<file path="config.mk">
export PLATFORM = sky130hd
export DESIGN_NAME = time_tag_sequencer_flat
export DESIGN_NICKNAME = d
export VERILOG_FILES = /design/src/rtl/time_tag_sequencer_if.sv /design/src/rtl/time_tag_sequencer.sv /design/src/flat_wrapper.sv
export SDC_FILE = /design/constraint.sdc
export NUM_CORES = 1
export LEC_CHECK = 0
export CORE_MARGIN = 5
export CORE_UTILIZATION = 35
export DETAILED_ROUTE_END_ITERATION = 8
export GPL_TIMING_DRIVEN = 0
export HOLD_SLACK_MARGIN = 0.12
export SLEW_MARGIN = 40
export SYNTH_ARGS = -nofsm -noshare
export SYNTH_HDL_FRONTEND = slang
export SYNTH_SLANG_ARGS = --single-unit
</file>
<file path="constraint.sdc">
create_clock -name clk -period 5.1 [get_ports clk]
set_clock_uncertainty 0.15 [all_clocks]
set_input_delay 1.275 -clock clk [delete_from_list [all_inputs] [get_ports clk]]
set_output_delay 1.275 -clock clk [all_outputs]
set_load 0.01 [all_outputs]
</file>
<file path="src/rtl/time_tag_sequencer_if.sv">
// time_tag_sequencer_if: valid/ready tag stream from the sequencer to the readout logic.
//   tag_data  captured timestamp       tag_src   requester index
//   tag_sec   second count at capture  tag_valid source holds a tag
//   tag_ready sink accepts the tag
//   master = tag source (sequencer), slave = tag sink (readout)
interface time_tag_sequencer_if #(
  parameter int CNT_W = 27,
  parameter int SRC_W = 2
);
  logic [CNT_W-1:0] tag_data;
  logic [SRC_W-1:0] tag_src;
  logic [15:0] tag_sec;
  logic tag_valid;
  logic tag_ready;
  modport master(output tag_data, tag_src, tag_sec, tag_valid, input tag_ready);
  modport slave(input tag_data, tag_src, tag_sec, tag_valid, output tag_ready);
endinterface

</file>
<file path="src/rtl/time_tag_sequencer.sv">
// time_tag_sequencer: GPS PPS sequencing of the time-tag counter plus round-robin timestamp capture.
//   clk, res          clock, synchronous active-high reset
//   pps               asynchronous GPS PPS
//   cnt_in, cnt_load  live counter value / load-to-1 pulse to the counter
//   req, tag          per-source capture requests / tag stream (master side)
//   pps_period(_valid) clocks in the last full second / update pulse
//   pps_lost          no PPS for PPS_TIMEOUT clocks
//   req_drop, drop_clr sticky lost-request flags / clear
// Define TIME_TAG_SEC_STAMP_EN to build the second counter and tag_sec path; otherwise tag_sec is 0.
module time_tag_sequencer #(
  parameter int CNT_W = 27,
  parameter int N_REQ = 4,
  parameter int SRC_W = 2,
  parameter int PPS_SYNC = 2,
  parameter int PPS_TIMEOUT = 125000000
) (
  input  logic clk,
  input  logic res,
  input  logic pps,
  input  logic [CNT_W-1:0] cnt_in,
  output logic cnt_load,
  input  logic [N_REQ-1:0] req,
  time_tag_sequencer_if.master tag,
  output logic [CNT_W-1:0] pps_period,
  output logic pps_period_valid,
  output logic pps_lost,
  output logic [N_REQ-1:0] req_drop,
  input  logic drop_clr
);
  logic [PPS_SYNC-1:0] pps_sync;
  logic pps_hist, first_pps, found, fire;
  logic [N_REQ-1:0] pending, cap, free;
  logic [SRC_W-1:0] ptr, gnt, idx;
  logic [CNT_W-1:0] slot_ts [N_REQ];
  // Scan downward so the pending source closest to ptr is the one left in gnt.
  always_comb begin
    gnt = '0;
    idx = '0;
    for (int k = N_REQ - 1; k >= 0; k--) begin
      idx = SRC_W'((int'(ptr) + k) % N_REQ);
      gnt = pending[idx] ? idx : gnt;
    end
  end
  assign found = |pending;
  assign fire = found & (~tag.tag_valid | tag.tag_ready);
  assign free = fire ? N_REQ'(1) << gnt : '0;
  // A slot freed by this cycle's grant can take a new request without a drop.
  assign cap = req & (~pending | free);
  // Sync flops and edge history reset high so a PPS held high through reset is not an edge.
  always_ff @(posedge clk) begin
    if (res) begin
      pps_sync <= '1;
      pps_hist <= 1'b1;
      first_pps <= 1'b0;
      cnt_load <= 1'b0;
      pps_period <= '0;
      pps_period_valid <= 1'b0;
      pps_lost <= 1'b0;
      pending <= '0;
      req_drop <= '0;
      ptr <= '0;
      tag.tag_data <= '0;
      tag.tag_src <= '0;
      tag.tag_valid <= 1'b0;
    end else begin
      pps_sync <= {pps_sync[PPS_SYNC-2:0], pps};
      pps_hist <= pps_sync[PPS_SYNC-1];
      cnt_load <= pps_sync[PPS_SYNC-1] & ~pps_hist;
      pps_period_valid <= cnt_load & first_pps;
      if (cnt_load) first_pps <= 1'b1;
      if (cnt_load & first_pps) pps_period <= cnt_in;
      pps_lost <= cnt_load ? 1'b0 : pps_lost | (cnt_in == CNT_W'(PPS_TIMEOUT));
      pending <= (pending & ~free) | cap;
      req_drop <= (req_drop & ~{N_REQ{drop_clr}}) | (req & pending & ~free);
      if (fire) begin
        ptr <= (int'(gnt) == N_REQ - 1) ? '0 : gnt + 1'b1;
        tag.tag_data <= slot_ts[gnt];
        tag.tag_src <= gnt;
        tag.tag_valid <= 1'b1;
      end else if (tag.tag_ready) begin
        tag.tag_valid <= 1'b0;
      end
    end
  end
  always_ff @(posedge clk) begin
    for (int i = 0; i < N_REQ; i++)
      if (cap[i]) slot_ts[i] <= cnt_in;
  end
`ifdef TIME_TAG_SEC_STAMP_EN
  logic [15:0] sec_cnt;
  logic [15:0] slot_sec [N_REQ];
  // Captures read sec_cnt before a coincident increment, so they keep the old second.
  always_ff @(posedge clk) begin
    if (res) begin
      sec_cnt <= '0;
      tag.tag_sec <= '0;
    end else begin
      if (cnt_load) sec_cnt <= sec_cnt + 16'd1;
      if (fire) tag.tag_sec <= slot_sec[gnt];
    end
  end
  always_ff @(posedge clk) begin
    for (int i = 0; i < N_REQ; i++)
      if (cap[i]) slot_sec[i] <= sec_cnt;
  end
`else
  assign tag.tag_sec = '0;
`endif
endmodule

</file>
<file path="src/flat_wrapper.sv">
// flat-port wrapper written by rule: the top's interface ports become plain ports
module time_tag_sequencer_flat 
#(
  parameter int CNT_W = 27,
  parameter int N_REQ = 4,
  parameter int SRC_W = 2,
  parameter int PPS_SYNC = 2,
  parameter int PPS_TIMEOUT = 125000000
)
  (clk, res, pps, cnt_in, cnt_load, req, pps_period, pps_period_valid, pps_lost, req_drop, drop_clr, tag_tag_data, tag_tag_src, tag_tag_sec, tag_tag_valid, tag_tag_ready);
  time_tag_sequencer_if #(.CNT_W(CNT_W), .SRC_W(SRC_W)) tag_i ();
  input  logic clk;
  input  logic res;
  input  logic pps;
  input  logic [CNT_W-1:0] cnt_in;
  output logic cnt_load;
  input  logic [N_REQ-1:0] req;
  output logic [CNT_W-1:0] pps_period;
  output logic pps_period_valid;
  output logic pps_lost;
  output logic [N_REQ-1:0] req_drop;
  input  logic drop_clr;
  output wire logic [$bits(tag_i.tag_data)-1:0] tag_tag_data;
  output wire logic [$bits(tag_i.tag_src)-1:0] tag_tag_src;
  output wire logic [$bits(tag_i.tag_sec)-1:0] tag_tag_sec;
  output wire logic [$bits(tag_i.tag_valid)-1:0] tag_tag_valid;
  input wire logic [$bits(tag_i.tag_ready)-1:0] tag_tag_ready;
  assign tag_tag_data = tag_i.tag_data;
  assign tag_tag_src = tag_i.tag_src;
  assign tag_tag_sec = tag_i.tag_sec;
  assign tag_tag_valid = tag_i.tag_valid;
  assign tag_i.tag_ready = tag_tag_ready;
  time_tag_sequencer #(.CNT_W(CNT_W), .N_REQ(N_REQ), .SRC_W(SRC_W), .PPS_SYNC(PPS_SYNC), .PPS_TIMEOUT(PPS_TIMEOUT)) u_core (.clk(clk), .res(res), .pps(pps), .cnt_in(cnt_in), .cnt_load(cnt_load), .req(req), .tag(tag_i), .pps_period(pps_period), .pps_period_valid(pps_period_valid), .pps_lost(pps_lost), .req_drop(req_drop), .drop_clr(drop_clr));
endmodule
</file>
==> impl_results.md, run 1 <==
* Critical Path Sink Type: register
* Via density at 4.83
* Setup_tns at 0 ns
* Antenna-violating nets left at 0
* Hold_sp: u_core.pps_hist$_SDFF_PP1_
* Initial antenna violation count at 0
* First-pass GRT wire length at 26800 um
* Headroom to the max-slew limit at between 40% and 50%
* Final-report setup violation count at 0
* Ant. Diodes at 0
* Cells after synthesis at around 550
* CTS clk-pin slew, worst paths at 0.07 ns
* First-pass DRT Iterations at 5
* CTS Buf Count at 17
* Seq/Total Area, Yosys at 67.8%
* WL final at ~17000 um
* Worst-Margin Slew at approximately 0.79 ns
* Hold path cells at 1
* GRT Overall Usage at ~16%
* Latest clock arrival within the worst-skew pair at roughly 0.43 ns
* DIE WIDTH at 151 um
* Longest Clk Path Bufs at 2
* R2R Setup Slk at 1.89 ns
* Hold EP: u_core.cnt_load$_SDFF_PP0_
* Cell Area, Synth at roughly 7000 um2
* Number of max-cap violations at 0
* Drt drc at 0
* PortBufs at 99
* Vias in the first global route at roughly 4800
* Pre-CTS setup slack at around 1.3 ns
* # resized after CTS at 0
* Die Span Y at 151 um
* Die ar. at 22800 um2
* Pleak at between 3 and 4 nW
* Top-level I/O count at roughly 120
* Synth warn at 0
* CTS tree: yes
* Vias at roughly 4700
* Nets at 728
* Iteration-0 DRC Markers at approximately 290
* Gpl congestion at 0.775
* Post-synth EDFFs at around 110
* WL per Instance at about 18 um
* Critical path launch point type: input pin
* Pin count of the biggest net entering global routing at 17
* Synth unique cells at 44
* R2R depth at 10
* Min-Delay Path Class: register to register
* Synth Flop Type: edfxtp_1
* Status: finished clean
* Synth-to-layout area growth at 30.4%
* Power per cell area at 419 nW/um2
* Final Total Pwr at between 3 and 4 mW
* Critical Path AT at approximately 3.6 ns
* Share of layout cells above drive strength 1 at 11.2%
* Max rail drop VDD at roughly 260 uV
* Fmax achieved at 298 MHz
* Slew Limit Fails at 0
* RSZ-0062 raised after global routing: no
* Hold Buf Count CTS at 0
* Final setup margin at ~1.7 ns
* Final Hold Viols at 0
* Overflow after GRT at 0
* Syn Area/Cell at around 13 um2
* FF+latch count, synth at 182
* Starting Density at between 30% and 40%
* Req. time, crit path at between 5 and 6 ns
* Worst R2R End: u_core.slot_ts[3][6]$_DFFE_PP_
* Post-Place Cells at between 900 and 1000
* HPWL Detailed at approximately 12000 um
* Rows at 51
* Worst Path Max Fanout at 10
* Clk root buf: clkbuf_16
* Async SR Flop Fraction at 0%
* Fin crit share at approximately two thirds
* CTS sink cnt at ~180
* Setup Buffers After CTS at 0
* CTS H-tree lvls at 4
* Final design utilization at a little under half
* Fill count at ~1800
* Non-Filler Instances at roughly 970
* Core Footprint at 19500 um2
* R2r startpoint: u_core.pending[0]$_SDFF_PP0_
* Final Critical Period at ~3.4 ns
* Setup Crit Path Kind: input pin to register
==> stage by stage <==
step	area (um2)	hold WS [ns]
floorplan	7030	0.222
global placement	8350	0.230
detailed placement	8490	0.235
CTS	9090	0.243
global route	9090	0.272
finish	9090	0.241
==> synth_stat cells (all sizes together), types with 2 or more instances <==
| cell type | count | area, um2 |
|---|---|---|
| edfxtp | 108 | 3240 |
| nand2 | 91 | 344 |
| dfxtp | 74 | 1480 |
| a21oi | 32 | 160 |
| a21boi | 31 | 233 |
| and3 | 28 | 175 |
| buf | 28 | 208 |
| o21ai | 28 | 140 |
| mux2i | 27 | 270 |
| o211ai | 27 | 203 |
| clkbuf | 19 | 71.3 |
| nor2 | 8 | 46.3 |
| nor2b | 8 | 50.1 |
| nor3b | 4 | 30.0 |
| or2 | 4 | 25.0 |
| a22o | 3 | 26.3 |
| a41o | 3 | 30.0 |
| nand4b | 3 | 26.3 |
| and2 | 2 | 12.5 |
| nand2b | 2 | 12.5 |
| nand3 | 2 | 15.0 |
| nor3 | 2 | 10.0 |
| o21bai | 2 | 18.8 |
| or3 | 2 | 22.5 |
| or4 | 2 | 15.0 |
==> placed cells by master, fill, tap and decap left out, drive strengths merged, types with 27 or more instances in the layout <==
cell,netlist,final
o21ai,28,28
dfxtp,74,74
buf,28,34
edfxtp,108,108
clkbuf,19,41
and3,28,28
clkdlybuf4s50,0,99
a21boi,31,31
a21oi,32,32
nand2,91,91
o211ai,27,27
mux2i,27,27
==> kinds of logic (layout without fill, tap and decap cells) <==
logic type | Yosys count | in the layout | synth area share (%)
fa+ha+maj | 1 | 1 | 0.180
compound gates | 130 | 130 | 12.3
mux | 27 | 27 | 3.88
buf+inv | 49 | 186 | 4.11
other cells | 1 | 16 | 0.0538
simple gates | 162 | 162 | 11.7
flops | 182 | 182 | 67.8
==> power breakdown <==
| part | internal (mW) | total [mW] | leakage, nW | switching (mW) |
|---|---|---|---|---|
| Combinational | 0.329 | 0.718 | 1.33 | 0.389 |
| Clock | 0.732 | 1.30 | 0.294 | 0.563 |
| Sequential | 1.73 | 1.79 | 1.64 | 0.0690 |
==> how the worst max path moves through the flow <==
stage / startpoint / end / slack, ns / cells past startpoint
2_1_floorplan: tag_tag_ready / u_core.slot_ts[0][0]$_DFFE_PP_ / 0.59 / 4
3_3_place_gp: tag_tag_ready / u_core.slot_ts[1][7]$_DFFE_PP_ / -1.45 / 6
3_5_place_dp: tag_tag_ready / u_core.tag.tag_data[11]$_SDFFE_PP0P_ / 1.34 / 7
4_1_cts: tag_tag_ready / u_core.tag.tag_data[11]$_SDFFE_PP0P_ / 1.78 / 7
5_1_grt: tag_tag_ready / u_core.tag.tag_data[11]$_SDFFE_PP0P_ / 1.57 / 7
6_report: tag_tag_ready / u_core.tag.tag_data[11]$_SDFFE_PP0P_ / 1.74 / 7
==> metal layers <==
metal	GRT usage [%]	part of all wire [%]
met1	20.9	45
met2	25.3	47
met3	3.23	5.3
met4	6.12	2.0
met5	0	0
==> worst max-delay path, cell delays in order <==
cell and delay (ns):
clkdlybuf4s50_1 0.45, nand2b_1 0.16, nand2_1 0.17, a311oi_2 0.73, clkbuf_1 0.41, o21ai_0 0.23
o211ai_1 0.13
==> sequential cells by signal, indices dropped and copies added, names as in the netlist <==
register / cells
u_core.first_pps: 1
u_core.pps_hist: 1
u_core.req_drop: 4
u_core.slot_ts: 108
u_core.pending: 4
u_core.cnt_load: 1
u_core.ptr: 2
u_core.tag.tag_src: 2
u_core.pps_lost: 1
u_core.pps_period: 27
u_core.tag.tag_data: 27
u_core.tag.tag_valid: 1
u_core.pps_sync: 2
u_core.pps_period_valid: 1
==> final cells by class <==
class	count	area (um2)	share of cell area [%]
Sequential cell	182	4720	52.0
Multi-Input combinational cell	336	2060	22.6
Timing Repair Buffer	105	1090	12.0
Clock inverter	10	81.3	0.895
Inverter	2	7.51	0.0826
Buffer	47	279	3.07
Clock buffer	22	518	5.70
Tap cell	265	332	3.65
Power figures use the tool's default switching activity.
==> run 2: changes to the inputs <==
==> constraint.sdc (replaced) <==
create_clock -name clk -period 3.18 [get_ports clk]
set_clock_uncertainty 0.15 [all_clocks]
set_input_delay 0.795 -clock clk [delete_from_list [all_inputs] [get_ports clk]]
set_output_delay 0.795 -clock clk [all_outputs]
set_load 0.01 [all_outputs]
==> impl_results.md, run 2 (synthesized netlist as in run 1, its figures left out) <==
* Top-level I/O count at 116 (unchanged)
* Pleak at 3.24 nW (-0.51%)
* # resized after CTS at 0 (unchanged)
* Min-Delay Path Class: register to register
* Non-Filler Instances at 969 (unchanged)
* Nets at 728 (unchanged)
* R2R Setup Slk at 0.22 ns (-1.67 ns)
* Pin count of the biggest net entering global routing at 17 (unchanged)
* Setup Crit Path Kind: register to register
* Sequential Power Share at 47.5% (+0.4 points)
* Most common cell after layout, fill and taps aside: edfxtp_1
* Sw frac at 27.0% (+0.17 points)
* GRT Overall Usage at 15.3% (-0.40 points)
* Fmax achieved at 338 MHz
* CTS clk-pin slew, worst paths at 0.07 ns (about the same)
* Hold_sp: u_core.pps_hist$_SDFF_PP1_
* Final Critical Period at 2.96 ns
* Slew Limit Fails at 0 (unchanged)
* HPWL Detailed at 12200 um (-0.62%)
* Final-report setup violation count at 0 (unchanged)
* Iteration-0 DRC Markers at 318 (+10%)
* Biggest register: u_core.slot_ts
* Die Span Y at 151 um (unchanged)
* Switching pwr at 1.64 mW (+60%)
* Max FFs per register at 108 (unchanged)
* CTS tree: yes
* Ant. Diodes at 0 (unchanged)
* Latest clock arrival within the worst-skew pair at 0.43 ns (about the same)
* R2R depth at 10 (unchanged)
* Critical Path AT at 3.00 ns (-0.56 ns)
* Combinational share of power at 19.1% (+0.2 points)
* Max rail drop VDD at 394 uV (+54%)
* Status: finished clean
* Worst-Margin Slew at 0.766 ns (-0.0272 ns)
* Worst path max stage delay at 0.51 ns (-0.22 ns)
* CTS sink cnt at 182 (unchanged)
* RSZ-0062 raised after global routing: no
* Via density at 4.91 (+1.7%)
* Vias at 4756 (+1.7%)
* Clk pwr share at 33.4% (-0.6 points)
* Req. time, crit path at 3.22 ns (-2.08 ns)
* Final Total Pwr at 6.06 mW (+59%)
* Synth-to-layout area growth at 30.3% (about the same)
* Top delay family on crit path: compound AO/OA/AOI/OAI gates
* Power per cell area at 668 nW/um2 (+59%)
* Slowest-stage cell, CP: dfxtp_1
* Hold Slack at 0.239 ns (-0.00185 ns)
* Hold path cells at 1 (unchanged)
* First-pass DRT Iterations at 5 (unchanged)
* Worst Path Max Fanout at 13 (+3)
* Buffers & Inverters on Critical Path at 4 (+2)
* Drt drc at 0 (unchanged)
* Share of layout cells above drive strength 1 at 11.4% (+0.14 points)
* Die ar. at 22800 um2 (unchanged)
* Cell Int Power at 4.43 mW (+59%)
* DIE WIDTH at 151 um (unchanged)
* Vias in the first global route at 4686 (-1.4%)
* Gpl congestion at 0.772 (-0.31%)
* WL final at 17100 um (-1.4%)
* Final Hold Viols at 0 (unchanged)
* Biggest regs: u_core.slot_ts: 108 flops, u_core.pps_period: 27 flops, u_core.tag.tag_data: 27 flops
* Antenna-violating nets left at 0 (unchanged)
* Most used cell along the critical path: buf_6
* Post-Place Cells at 936 (-0.11%)
* Number of max-cap violations at 0 (unchanged)
* WL per Instance at 17.7 um (-1.4%)
* Critical Path Sink Type: register
* PortBufs at 99 (unchanged)
* Longest Clk Path Bufs at 2 (unchanged)
* Core Footprint at 19500 um2 (unchanged)
* R2r startpoint: u_core.pending[0]$_SDFF_PP0_
* Critical path launch point type: register
* Clk root buf: clkbuf_16
* Rows at 51 (unchanged)
* Worst R2R End: u_core.slot_ts[3][6]$_DFFE_PP_
* Fin crit share at between 90% and 100%
* CTS H-tree lvls at 4 (unchanged)
* Headroom to the max-slew limit at 48.9% (+1.8 points)
* Hold EP: u_core.cnt_load$_SDFF_PP0_
* Initial antenna violation count at 0 (unchanged)
* Most frequent cells in the layout: edfxtp_1 (108), clkdlybuf4s50_1 (99), nand2_1 (90), dfxtp_1 (74), a21oi_1 (32)
* CTS Buf Count at 17 (unchanged)
* Starting Density at 35.7% (unchanged)
* Overflow after GRT at 0 (unchanged)
* First-pass GRT wire length at 26200 um (-2.0%)
* Critical Path, Cell by Cell: nand2_1 -> a211o_2 -> nand2_2 -> inv_2 -> buf_6 -> buf_6 -> ha_1 -> a21boi_0 -> nor2b_4 -> buf_16
==> run 2: cell count changes in the layout (fill, tap and decap cells not counted), moves of 2 or more <==
cell        before  now
buf_8            5    3
clkbuf_16       20   18
clkinv_2         0    3
clkinv_4         5    2
clkinvlp_4       1    5
==> run 2: layout make-up <==
type	instances	area (um2)
clock inverter	14	124
buffer	47	279
timing repair buffer	105	1110
inverter	2	7.51
fill	1759	10400
tap	265	332
sequential	182	4720
multi-input combinational	336	2060
clock buffer	18	450
==> run 2: per-stage QoR <==
step | setup TNS (ns) | utilization, % | setup slack (ns) | cell area [um2]
4_1_cts | 0 | 46.5 | 0.218 | 9080
2_1_floorplan | -3.73 | - | -0.138 | 7040
3_5_place_dp | -2.83 | 43.5 | -0.136 | 8490
3_3_place_gp | -92.21 | 42.8 | -1.52 | 8360
6_report | 0 | 46.5 | 0.220 | 9080
5_1_grt | 0 | 46.5 | 0.0846 | 9080
==> run 2: repair_timing <==
action | 4_1_cts | 5_1_grt
setup endpoints to repair | 13 | 0
buffers inserted | 1 | 0
hold buffers | 0 | 0
hold endpoints to repair | 0 | 0
==> run 2: worst max-delay path by stage <==
stage	start	end	slack, ns	cells after the start
final	u_core.pending[0]$_SDFF_PP0_	u_core.slot_ts[3][6]$_DFFE_PP_	0.22	10
after global routing	u_core.pending[0]$_SDFF_PP0_	u_core.slot_ts[3][6]$_DFFE_PP_	0.08	10
after CTS	u_core.pending[0]$_SDFF_PP0_	u_core.slot_ts[3][6]$_DFFE_PP_	0.22	10
after detailed placement	tag_tag_ready	u_core.tag.tag_data[11]$_SDFFE_PP0P_	-0.14	7
after global placement	tag_tag_ready	u_core.slot_ts[0][6]$_DFFE_PP_	-1.52	5
after floorplan	tag_tag_ready	u_core.slot_ts[0][0]$_DFFE_PP_	-0.14	4
==> run 2: power groups by stage <==
stage          registers [mW]  clock network [mW]  logic [mW]
6_report                 2.88                2.03        1.16
5_1_grt                  2.90                2.17        1.26
4_1_cts                  2.88                2.06        1.17
3_5_place_dp             2.93                   0        1.16
3_3_place_gp             2.93                   0        1.09
2_1_floorplan            2.95                   0       0.582
==> run 2: metal layers <==
layer / wire length (um) / global-route usage (%) / share of wire, %
met5: 0 / 0 / 0
met4: 333 / 5.85 / 1.9
met3: 1180 / 4.22 / 6.9
met2: 8100 / 23.9 / 47
met1: 7530 / 20.4 / 44
